--- src/rtl/instr_fetch_buffer_pkg.sv ---
// Shared types and constants for the instruction fetch buffer.
//   fetch_state_t : LOAD (collecting bytes) / HOLD (instruction presented)
//   OPC_*         : MIPS opcode values seen by downstream control
//   INSTR_BYTES   : bytes per instruction on the byte stream
package instr_fetch_buffer_pkg;

  typedef enum logic {
    LOAD = 1'b0,
    HOLD = 1'b1
  } fetch_state_t;

  localparam logic [5:0] OPC_RTYPE = 6'h00;
  localparam logic [5:0] OPC_LW    = 6'h23;
  localparam logic [5:0] OPC_SW    = 6'h2B;
  localparam logic [5:0] OPC_BEQ   = 6'h04;

  localparam int INSTR_BYTES = 4;

endpackage

--- src/rtl/instr_fetch_buffer_pc_next_calc.sv ---
// Next-PC calculator (combinational).
//   pc      in  PC_W  current instruction address
//   imm     in  16    branch immediate (word offset, signed)
//   branch  in  1     branch instruction indicator from control
//   zero    in  1     ALU zero flag
//   next_pc out PC_W  pc + 4, or pc + 4 + (sext(imm) << 2) when branch & zero
module pc_next_calc #(
  parameter int PC_W = 8
) (
  input  logic [PC_W-1:0] pc,
  input  logic [15:0]     imm,
  input  logic            branch,
  input  logic            zero,
  output logic [PC_W-1:0] next_pc
);

  // Offset built at 32 bits, then truncated; PC wraps modulo 2^PC_W.
  logic [31:0]     w_offset;
  logic [PC_W-1:0] w_step;

  assign w_offset = {{14{imm[15]}}, imm, 2'b00};
  assign w_step   = (branch & zero) ? (w_offset[PC_W-1:0] + PC_W'(4)) : PC_W'(4);
  assign next_pc  = pc + w_step;

endmodule

--- src/rtl/instr_fetch_buffer.sv ---
// Instruction fetch buffer: assembles a 32-bit MIPS instruction from four
// bytes (MSB first), presents its decoded fields, and advances the PC when
// the consumer retires the instruction.
//   clk, rst (async, active-high)
//   byte_in/byte_valid/byte_ready : byte stream in
//   flush                         : drop partial load / held instruction
//   instr_ack, branch, zero       : retire held instruction, select next PC
//   instr_valid, opcode..imm      : held instruction and its fields
//   pc, retired                   : instruction address, retire count
//
// state | meaning
// LOAD  | accepting bytes, byte_ready=1, fields show partial contents
// HOLD  | full instruction held, instr_valid=1, waiting for instr_ack
module instr_fetch_buffer
  import instr_fetch_buffer_pkg::*;
#(
  parameter int PC_W = 8
) (
  input  logic            clk,
  input  logic            rst,
  input  logic [7:0]      byte_in,
  input  logic            byte_valid,
  output logic            byte_ready,
  input  logic            flush,
  input  logic            instr_ack,
  input  logic            branch,
  input  logic            zero,
  output logic            instr_valid,
  output logic [5:0]      opcode,
  output logic [4:0]      rs,
  output logic [4:0]      rt,
  output logic [4:0]      rd,
  output logic [5:0]      funct,
  output logic [15:0]     imm,
  output logic [PC_W-1:0] pc,
  output logic [7:0]      retired
);

  localparam logic [1:0] LAST_BYTE = 2'(INSTR_BYTES - 1);

  fetch_state_t    r_state;
  fetch_state_t    w_state_nxt;
  logic [1:0]      r_count;
  logic [31:0]     r_instr;
  logic [PC_W-1:0] r_pc;
  logic [7:0]      r_retired;
  logic            w_shift;
  logic            w_retire;
  logic [PC_W-1:0] w_next_pc;

  pc_next_calc #(.PC_W(PC_W)) u_pc_next (
    .pc      (r_pc),
    .imm     (r_instr[15:0]),
    .branch  (branch),
    .zero    (zero),
    .next_pc (w_next_pc)
  );

  always_ff @(posedge clk or posedge rst) begin
    if (rst) begin
      r_state   <= LOAD;
      r_count   <= 2'd0;
      r_instr   <= 32'd0;
      r_pc      <= '0;
      r_retired <= 8'd0;
    end else begin
      r_state <= w_state_nxt;
      if (flush) begin
        r_count <= 2'd0;
        r_instr <= 32'd0;
      end else if (w_shift) begin
        r_instr <= {r_instr[23:0], byte_in};
        r_count <= r_count + 2'd1;  // wraps to 0 on the last byte
      end
      if (w_retire) begin
        r_pc      <= w_next_pc;
        r_retired <= r_retired + 8'd1;
      end
    end
  end

  always_comb begin
    w_state_nxt = r_state;
    w_shift     = 1'b0;
    w_retire    = 1'b0;
    byte_ready  = 1'b0;
    instr_valid = 1'b0;
    case (r_state)
      LOAD: begin
        // Held low while rst is asserted so every output reads zero in reset.
        byte_ready = ~rst;
        w_shift    = byte_valid;
        if (byte_valid && (r_count == LAST_BYTE)) w_state_nxt = HOLD;
      end
      HOLD: begin
        instr_valid = 1'b1;
        if (instr_ack) begin
          w_retire    = 1'b1;
          w_state_nxt = LOAD;
        end
      end
      default: w_state_nxt = LOAD;
    endcase
    if (flush) begin
      w_state_nxt = LOAD;
      w_shift     = 1'b0;
      w_retire    = 1'b0;
    end
  end

  assign opcode  = r_instr[31:26];
  assign rs      = r_instr[25:21];
  assign rt      = r_instr[20:16];
  assign rd      = r_instr[15:11];
  assign funct   = r_instr[5:0];
  assign imm     = r_instr[15:0];
  assign pc      = r_pc;
  assign retired = r_retired;

endmodule

--- config.mk ---
export PLATFORM = sky130hd
export DESIGN_NAME = instr_fetch_buffer
export DESIGN_NICKNAME = d
export VERILOG_FILES = /design/src/rtl/instr_fetch_buffer_pkg.sv /design/src/rtl/instr_fetch_buffer_pc_next_calc.sv /design/src/rtl/instr_fetch_buffer.sv
export SDC_FILE = /design/constraint.sdc
export NUM_CORES = 1
export LEC_CHECK = 0
export CORE_ASPECT_RATIO = 1.2
export CORE_MARGIN = 4
export CORE_UTILIZATION = 49
export DETAILED_ROUTE_END_ITERATION = 12
export GPL_TIMING_DRIVEN = 0
export HOLD_SLACK_MARGIN = 0.12
export PLACE_DENSITY_LB_ADDON = 0.1
export SLEW_MARGIN = 20
export SYNTH_ARGS = -nofsm -noshare
export SYNTH_HDL_FRONTEND = slang
export SYNTH_SLANG_ARGS = --single-unit
--- constraint.sdc ---
create_clock -name clk -period 5.6 [get_ports clk]
set_clock_uncertainty 0.2 [all_clocks]
set_input_delay 0.84 -clock clk [delete_from_list [all_inputs] [get_ports clk]]
set_output_delay 0.84 -clock clk [all_outputs]
set_load 0.005 [all_outputs]
# After elaboration in Yosys (flattened, before gate mapping)

Index checks and enable logic that the tools add are counted.

Register bits: 51
Input port bits: 15
Output and inout port bits: 61
Word-level logic and storage cells: 31

Add/sub/neg operators: 4
Equal/unequal tests: 1
Mux-type cells: 16
Bitwise gates (word level): 3
Reductions and logical operators: 2

Operators with widths:

| kind                                        | count |
|---|---|
| 2-to-1 mux 32 bit                           | 2 |
| 2-to-1 mux 1 bit                            | 10 |
| adder 8 x 1 -> 8 bit, second input constant | 1 |
| adder 8 x 3 -> 8 bit, second input constant | 1 |
| adder 8 bit                                 | 1 |
| 2-to-1 mux 8 bit                            | 1 |
| 2-to-1 mux 2 bit                            | 2 |
| adder 2 x 1 -> 2 bit, second input constant | 1 |
| == test 2 bit, second input constant        | 1 |
| inverter 1 bit                              | 2 |
| one-hot mux 1 bit (2 select lines)          | 1 |
| nonzero test 2 bit                          | 1 |
| bitwise AND 1 bit                           | 1 |
| logical AND 1 bit                           | 1 |

# Longest topological paths before layout

Gate-level depths: netlist (run 1).

Word-level depth: 5
Gate-level depth with buffers: 10
Gate-level depth less buffers: 10

# Modules after synthesis

Synthesis (run 1) repeated with hierarchy kept, for this count alone.

Cells, all modules: 199
Area total of the unflattened synthesis: 2378.5 um2

By module, submodules not included:

| module             | times used | cells an instance | area each (um2) | seq. area each (um2) |
|---|---|---|---|---|
| instr_fetch_buffer | 1          | 162               | 2073.2          | 1276.2 |
| pc_next_calc       | 1          | 37                | 305.3           | 0.0 |

# Worst setup path before layout (run 1)

OpenSTA, ideal clock, no wires.

Path kind: input to register
Start: input branch
End: register r_pc[7], in the netlist pc[7]
Library setup time: 0.080 ns
Arrival time: 2.390 ns
Required time: 5.320 ns
Slack: 2.930 ns
Stages on the path: 8
Path buffers: 0
Cell sequence: nand2_1 nor2_1 ha_1 and3_1 a221o_1 or4_1 nand3_1 xnor2_1

Longest elaborated chain between the ends: 3

RTL lines:

| what                 | RTL line                              | source |
|---|---|---|
| from (decl)          | instr_fetch_buffer.sv:26              | `input logic branch,` |
| bitwise AND 1 bit    | instr_fetch_buffer_pc_next_calc.sv:22 | `assign w_step = (branch & zero) ? (w_offset[PC_W-1:0] + PC_W'(4)) : PC_W'(4);` |
| 2-to-1 mux 8 bit     | instr_fetch_buffer_pc_next_calc.sv:22 |  |
| adder 8 bit          | instr_fetch_buffer_pc_next_calc.sv:23 | `assign next_pc = pc + w_step;` |
| to (signal assigned) | instr_fetch_buffer.sv:76              | `r_pc <= w_next_pc;` |
| to (decl)            | instr_fetch_buffer.sv:45              | `logic [PC_W-1:0] r_pc;` |

No other way between the ends.
A chain may end at the register's enable or synchronous reset.

# Worst setup path in the final report (run 1)

Ends and elaborated chain as after synthesis.

==> run metrics, run 1 <==
switch share=25.1%; chip height=83.6 µm; hold buffer count at CTS=0; total power=702 µW; #FFs+latches synth=a little under 50; Pleak=approximately 1.5 nW; TritonCTS clock tree=yes; Netlist cell types=26; I/O Pins=76; crit start category=input pin; VDD IR-drop max=0.207 mV; worst skew pair latency=0.30 ns; Port Buffers=approximately 70; fin crit share=54.5%; initial DRC count=82; CTS sink cnt=49; Min-Delay Path Class=flop to flop; largest net degree at the start of global routing=30; WL final=5880 µm; hold path depth=1; Mapped Cells=approximately 260; Area Overhead vs Synth=39.8%; Worst Reg-to-Reg Cells=10; FP Rows=27; initial antenna violation count=0; post-synthesis sequential area ratio=between 50% and 60%; Post-CTS Setup Inserts=0; hpwl dp=4310 µm; Max Transition Viols Final=0; max_slew headroom=54.4%; Yosys top cell area share=between 50% and 60%; global route overflow=0; Arr. time, crit path=3.08 ns; DRC viols=0; vias in the first global route=2042; synth warn=0; wire per inst=14.8 µm; Cell Pwr Density=about 220 nW/µm²; final setup fails=0; combinational power share=12.9%; share of cells above drive strength 1=7.06%; first-pass GRT wire length=slightly below 10000 µm; Max Buffers Root-to-Sink=2; area leader, netlist=dfrtp_1; fin nets=363; core area=4590 µm²; commonest non-fill, non-tap cells in the layout=nand2_1 (81), clkdlybuf4s50_1 (72), dfrtp_1 (49); R2R setup slack=roughly 2.7 ns; Worst-Margin Slew=0.683 ns; Tot GR Track Use=a little over 20%; largest cells by area after synthesis=dfrtp_1 (53%), nand2_1 (13%), a21oi_1 (7.7%), ha_1 (4.3%), buf_4 (4.2%); cts bufs inserted=5; highest clock rate=0.328 GHz; Die ar.=5940 µm²; Die Span X=roughly 70 µm; via count=around 2000; status=finished clean; post-layout min period=3.05 ns; RR Endpoint=pc[7]$_DFFE_PP0P_; Starting Density=50.8%; post_cts resized=0; Final Wtd Congestion=0.753; setup TNS=0 ns; cell-internal power=526 µW; RSZ-0062 raised after global routing=false; Pre-antenna DRT Iters=4; Worst Hold Launch=retired[7]$_DFFE_PP0P_; Net Switching=177 µW; peak fanout along the critical path=4; hold endpoint=retired[7]$_DFFE_PP0P_; Critical Path Sink Type=flop; clock share of power=between 30 and 40%; H-tree Lvls=2; ANT nets after route=0; r2r startpoint=r_instr[0]$_DFFE_PP0P_; syn avg cell area=9.05 µm²; type of the worst setup path=input pin to flop; required time of the critical path=5.63 ns; vias per inst=5.13; Max-Cap Viols=0; Root Driver=clkbuf_8; clk slew on worst S/H paths=0.09 ns; final hold vios=0; Ant. Diodes=0; Flop pwr share=53.6%; cell area after synthesis=2330 µm²; most common cell after layout, fill and taps aside=nand2_1
-- synthesized netlist by cell type --
cell	number
dfrtp_1	49
inv_1	5
nor2b_1	2
conb_1	1
xor2_1	8
nand2_1	81
nor4_1	1
xnor2_1	7
a21o_1	2
nand3b_1	1
nand3_1	6
o22ai_1	1
buf_4	13
clkbuf_1	13
and3_1	4
nand2b_1	1
a221o_1	1
nor2_1	9
o21a_1	1
nand3_2	1
fa_1	1
o21ai_0	4
ha_1	8
nand4_1	1
a21oi_1	36
or4_1	1
-- logic make-up (layout without fill, tap and decap cells) --
group           Yosys count  count (layout)  share of synthesized area, %
flops                    49              49                          52.5
buf+inv                  31             112                          7.07
xor+xnor                 15              15                          5.63
simple gates            108             108                          19.2
other cells               1               2                         0.161
fa+ha+maj                 9               9                          5.14
compound gates           45              45                          10.2
-- area by class of cell --
cell class                      count  area [µm²]
Buffer                             26         146
Sequential cell                    49        1230
Clock inverter                      1        8.76
Tap cell                           58        72.6
Clock buffer                        7        96.3
Fill cell                         404        1330
Timing Repair Buffer               73         748
Multi-Input combinational cell    179         947
Inverter                            5        18.8
-- worst max-delay path by stage --
stage	from	end	cells after the start
4_1_cts	branch	pc[7]$_DFFE_PP0P_	9
5_1_grt	branch	pc[7]$_DFFE_PP0P_	9
6_report	branch	pc[7]$_DFFE_PP0P_	9
3_5_place_dp	branch	pc[7]$_DFFE_PP0P_	9
3_3_place_gp	zero	pc[7]$_DFFE_PP0P_	9
2_1_floorplan	branch	pc[7]$_DFFE_PP0P_	8
-- power by group through the flow --
stage | sequential, mW | combinational [mW] | clock, mW
2_1_floorplan | 0.381 | 0.0416 | 0
3_3_place_gp | 0.383 | 0.0868 | 0
3_5_place_dp | 0.383 | 0.0911 | 0
4_1_cts | 0.376 | 0.0917 | 0.238
5_1_grt | 0.378 | 0.0997 | 0.256
6_report | 0.376 | 0.0907 | 0.236
-- routing by layer --
metal,routed length [µm],global-route usage (%)
met1,2430,25.7
met2,3090,36.6
met3,317,4.94
met4,46,4.10
met5,0,0
-- sequential cells by signal (all words and copies together), names as in the netlist --
signal	flops
pc	6
r_state	1
r_instr	32
r_count	2
retired	8
-- per-stage QoR --
step	util, %	instance area [µm²]	hold WS, ns	setup slack, ns	instances
finish	71.1	3260	0.278	2.55	398
global route	71.1	3260	0.307	2.44	398
CTS	71.1	3260	0.283	2.56	398
detailed placement	68.8	3160	0.271	2.25	390
global placement	68.2	3130	0.261	2.31	389
floorplan	-	2340	0.268	2.93	259
-- worst max-delay path, cell delays in order --
cell and delay, ns:
clkdlybuf4s50_1 0.53, nand2_1 0.12, nor2_1 0.16, ha_1 0.29, and3_1 0.17, a221o_1 0.35
or4_1 0.40, nand3_1 0.11, xnor2_1 0.12
No activity file was read; power rests on OpenSTA's default activity.
==> run 2, diff against run 1 <==
--- a/config.mk
+++ b/config.mk
@@ -7,7 +7,7 @@
 export LEC_CHECK = 0
 export CORE_ASPECT_RATIO = 1.2
 export CORE_MARGIN = 4
-export CORE_UTILIZATION = 49
+export CORE_UTILIZATION = 46
 export DETAILED_ROUTE_END_ITERATION = 12
 export GPL_TIMING_DRIVEN = 0
 export HOLD_SLACK_MARGIN = 0.12
==> constraint.sdc (replaced) <==
create_clock -name clk -period 2.9 [get_ports clk]
set_clock_uncertainty 0.2 [all_clocks]
set_input_delay 0.435 -clock clk [delete_from_list [all_inputs] [get_ports clk]]
set_output_delay 0.435 -clock clk [all_outputs]
set_load 0.005 [all_outputs]
==> run 2 against run 1 <==
Against the previous run:
- non-clock buffer count is 6 higher
- register-to-register slack got worse by 2.6 ns
- clock-buffer cell count is 2 lower
- clock power increased by 110%
- sequential power increased by 93%
- power up 99%
- final cell count increased by 2.0%
- combinational power is 100% higher
- die area rose by 5.8%
- final area increased by 1.5%
- worst hold slack got worse by 0.013 ns
- sequential share of layout area decreased by 0.49 points
==> run metrics, run 2 (synthesis results as in run 1) <==
first-pass GRT wire length=9490 µm; ANT nets after route=0; total power=1.40 mW; register area=1230 µm²; clk slew on worst S/H paths=0.09 ns; share of cells above drive strength 1=9.25%; via count=roughly 2000; RSZ-0062 raised after global routing=false; post-layout min period=2.78 ns; final setup fails=0; global route overflow=0; Starting Density=47.3%; FP Rows=28; Root Driver=clkbuf_8; vias in the first global route=just under 2000; setup TNS=0 ns; met2 Usage GRT=32.1%; CP Launch Point=r_instr[0]$_DFFE_PP0P_; cell-internal power=between 1 and 1.5 mW; Arr. time, crit path=between 2 and 3 ns; vias per inst=4.98; status=finished clean; area of the multi-input gates=947 µm²; Max Buffers Root-to-Sink=2; largest net degree at the start of global routing=35; core area=4940 µm²; Port Buffers=72; Largest register FFs=32; Final Wtd Congestion=0.763; GR Util met1=roughly 25%; combinational power share=13.0%; DRC viols=0; most common cell after layout, fill and taps aside=nand2_1; type of the worst setup path=flop to flop; switch share=24.3%; VDD IR-drop max=0.341 mV; R2R setup slack=0.12 ns; Max Transition Viols Final=0; cts bufs inserted=5; chip height=86.0 µm; Area Overhead vs Synth=42.0%; Flop pwr share=51.8%; wire per inst=14.1 µm; fin nets=about 370; GRT met3 Usage=5.39%; r2r startpoint=r_instr[0]$_DFFE_PP0P_; critical-path cell with the highest stage delay=dfrtp_2; critical path cell sequence=ha_1 > nand3_1 > xor2_1 > nor2_1 > ha_1 > and3_1 > a221o_1 > or4_1 > nand3_1 > xnor2_1; Finished Layout Cells=406; Ant. Diodes=0; worst skew pair latency=0.30 ns; fin crit share=95.8%; WL final=5710 µm; dpl cells=a little under 400; RR Endpoint=pc[7]$_DFFE_PP0P_; largest reg by FF count=r_instr; Net Switching=340 µW; TritonCTS clock tree=yes; Die ar.=around 6300 µm²; CTS sink cnt=49; most used routing layer=met2; highest clock rate=between 0.3 and 0.4 GHz; crit start category=flop; H-tree Lvls=2; I/O Pins=between 70 and 80; clock share of power=35.2%; required time of the critical path=2.93 ns; hold buffer count at CTS=0; Pleak=1.49 nW; Pre-antenna DRT Iters=4; peak fanout along the critical path=5; final hold vios=0; Filler cells=between 400 and 500; Min-Delay Path Class=input pin to asynchronous set/reset pin; Die Span X=73.0 µm; Critical Path Sink Type=flop; Crit path largest cell delay=0.46 ns; Tot GR Track Use=between 10% and 20%; hpwl dp=4220 µm; Cell Pwr Density=422 nW/µm²; Max-Cap Viols=0; Worst Reg-to-Reg Cells=10; initial antenna violation count=0; initial DRC count=65; commonest non-fill, non-tap cells in the layout=nand2_1 (81), clkdlybuf4s50_1 (72), dfrtp_1 (47)
-- run 2: cell count changes in the layout (fill, tap and decap cells not counted) --
| cell | before | now |
|---|---|---|
| buf_4 | 13 | 19 |
| clkbuf_8 | 7 | 5 |
| dfrtp_1 | 49 | 47 |
| dfrtp_2 | 0 | 2 |
| buf_12 | 0 | 1 |
| buf_16 | 1 | 0 |
| bufinv_16 | 0 | 1 |
| clkinv_2 | 0 | 1 |
-- run 2: critical path: cells and delay by family (launching register included) --
| family | cells | cell delay [ns] |
|---|---|---|
| xor gates and xnor gates | 2 | 0.28 |
| adders and majority gates | 2 | 0.56 |
| and+or+nand+nor | 5 | 0.87 |
| AOI/OAI and AO/OA | 1 | 0.34 |
| DFF | 1 | 0.46 |
-- run 2: timing repair --
| action | CTS | global route |
|---|---|---|
| resized for setup | 0 | 2 |
| endpoints found under the setup margin | 0 | 1 |
| hold endpoints to repair | 0 | 0 |
| buffers inserted | 0 | 6 |
-- run 2: power groups by stage --
stage	registers (mW)	logic [mW]	clock network, mW
finish	0.725	0.181	0.492
global route	0.728	0.203	0.529
CTS	0.727	0.177	0.508
detailed placement	0.740	0.175	0
global placement	0.739	0.168	0
floorplan	0.735	0.0803	0
-- run 2: per-stage QoR --
step,cell area [µm²],util [%],worst slack [ns],hold slack [ns]
3_5_place_dp,3150,63.9,0.00891,0.262
3_3_place_gp,3130,63.4,0.0120,0.260
2_1_floorplan,2340,-,0.264,0.268
5_1_grt,3310,67.1,0.0136,0.291
4_1_cts,3270,66.1,0.0216,0.260
6_report,3310,67.1,0.121,0.265
-- run 2: worst max path at each step --
stage,to,cells after the start,slack [ns]
4_1_cts,pc[7]$_DFFE_PP0P_,10,0.02
3_3_place_gp,pc[7]$_DFFE_PP0P_,9,0.01
6_report,pc[7]$_DFFE_PP0P_,10,0.12
2_1_floorplan,pc[7]$_DFFE_PP0P_,10,0.26
5_1_grt,pc[7]$_DFFE_PP0P_,10,0.01
3_5_place_dp,pc[7]$_DFFE_PP0P_,9,0.009
-- run 2: area by class of cell --
type | instances | share of cell area (%)
Inverter | 5 | 0.566
Multi-Input combinational cell | 179 | 28.6
Buffer | 26 | 4.42
Clock buffer | 5 | 2.08
Clock inverter | 3 | 1.32
Timing Repair Buffer | 79 | 23.7
Sequential cell | 49 | 37.1
Tap cell | 60 | 2.27
-- run 2: routing by layer --
layer | up-vias | wire length (µm)
met2 | 51 | 2930
met3 | 2 | 345
li1 | 996 | -
met4 | 0 | 33
met1 | 972 | 2400
met5 | - | 0
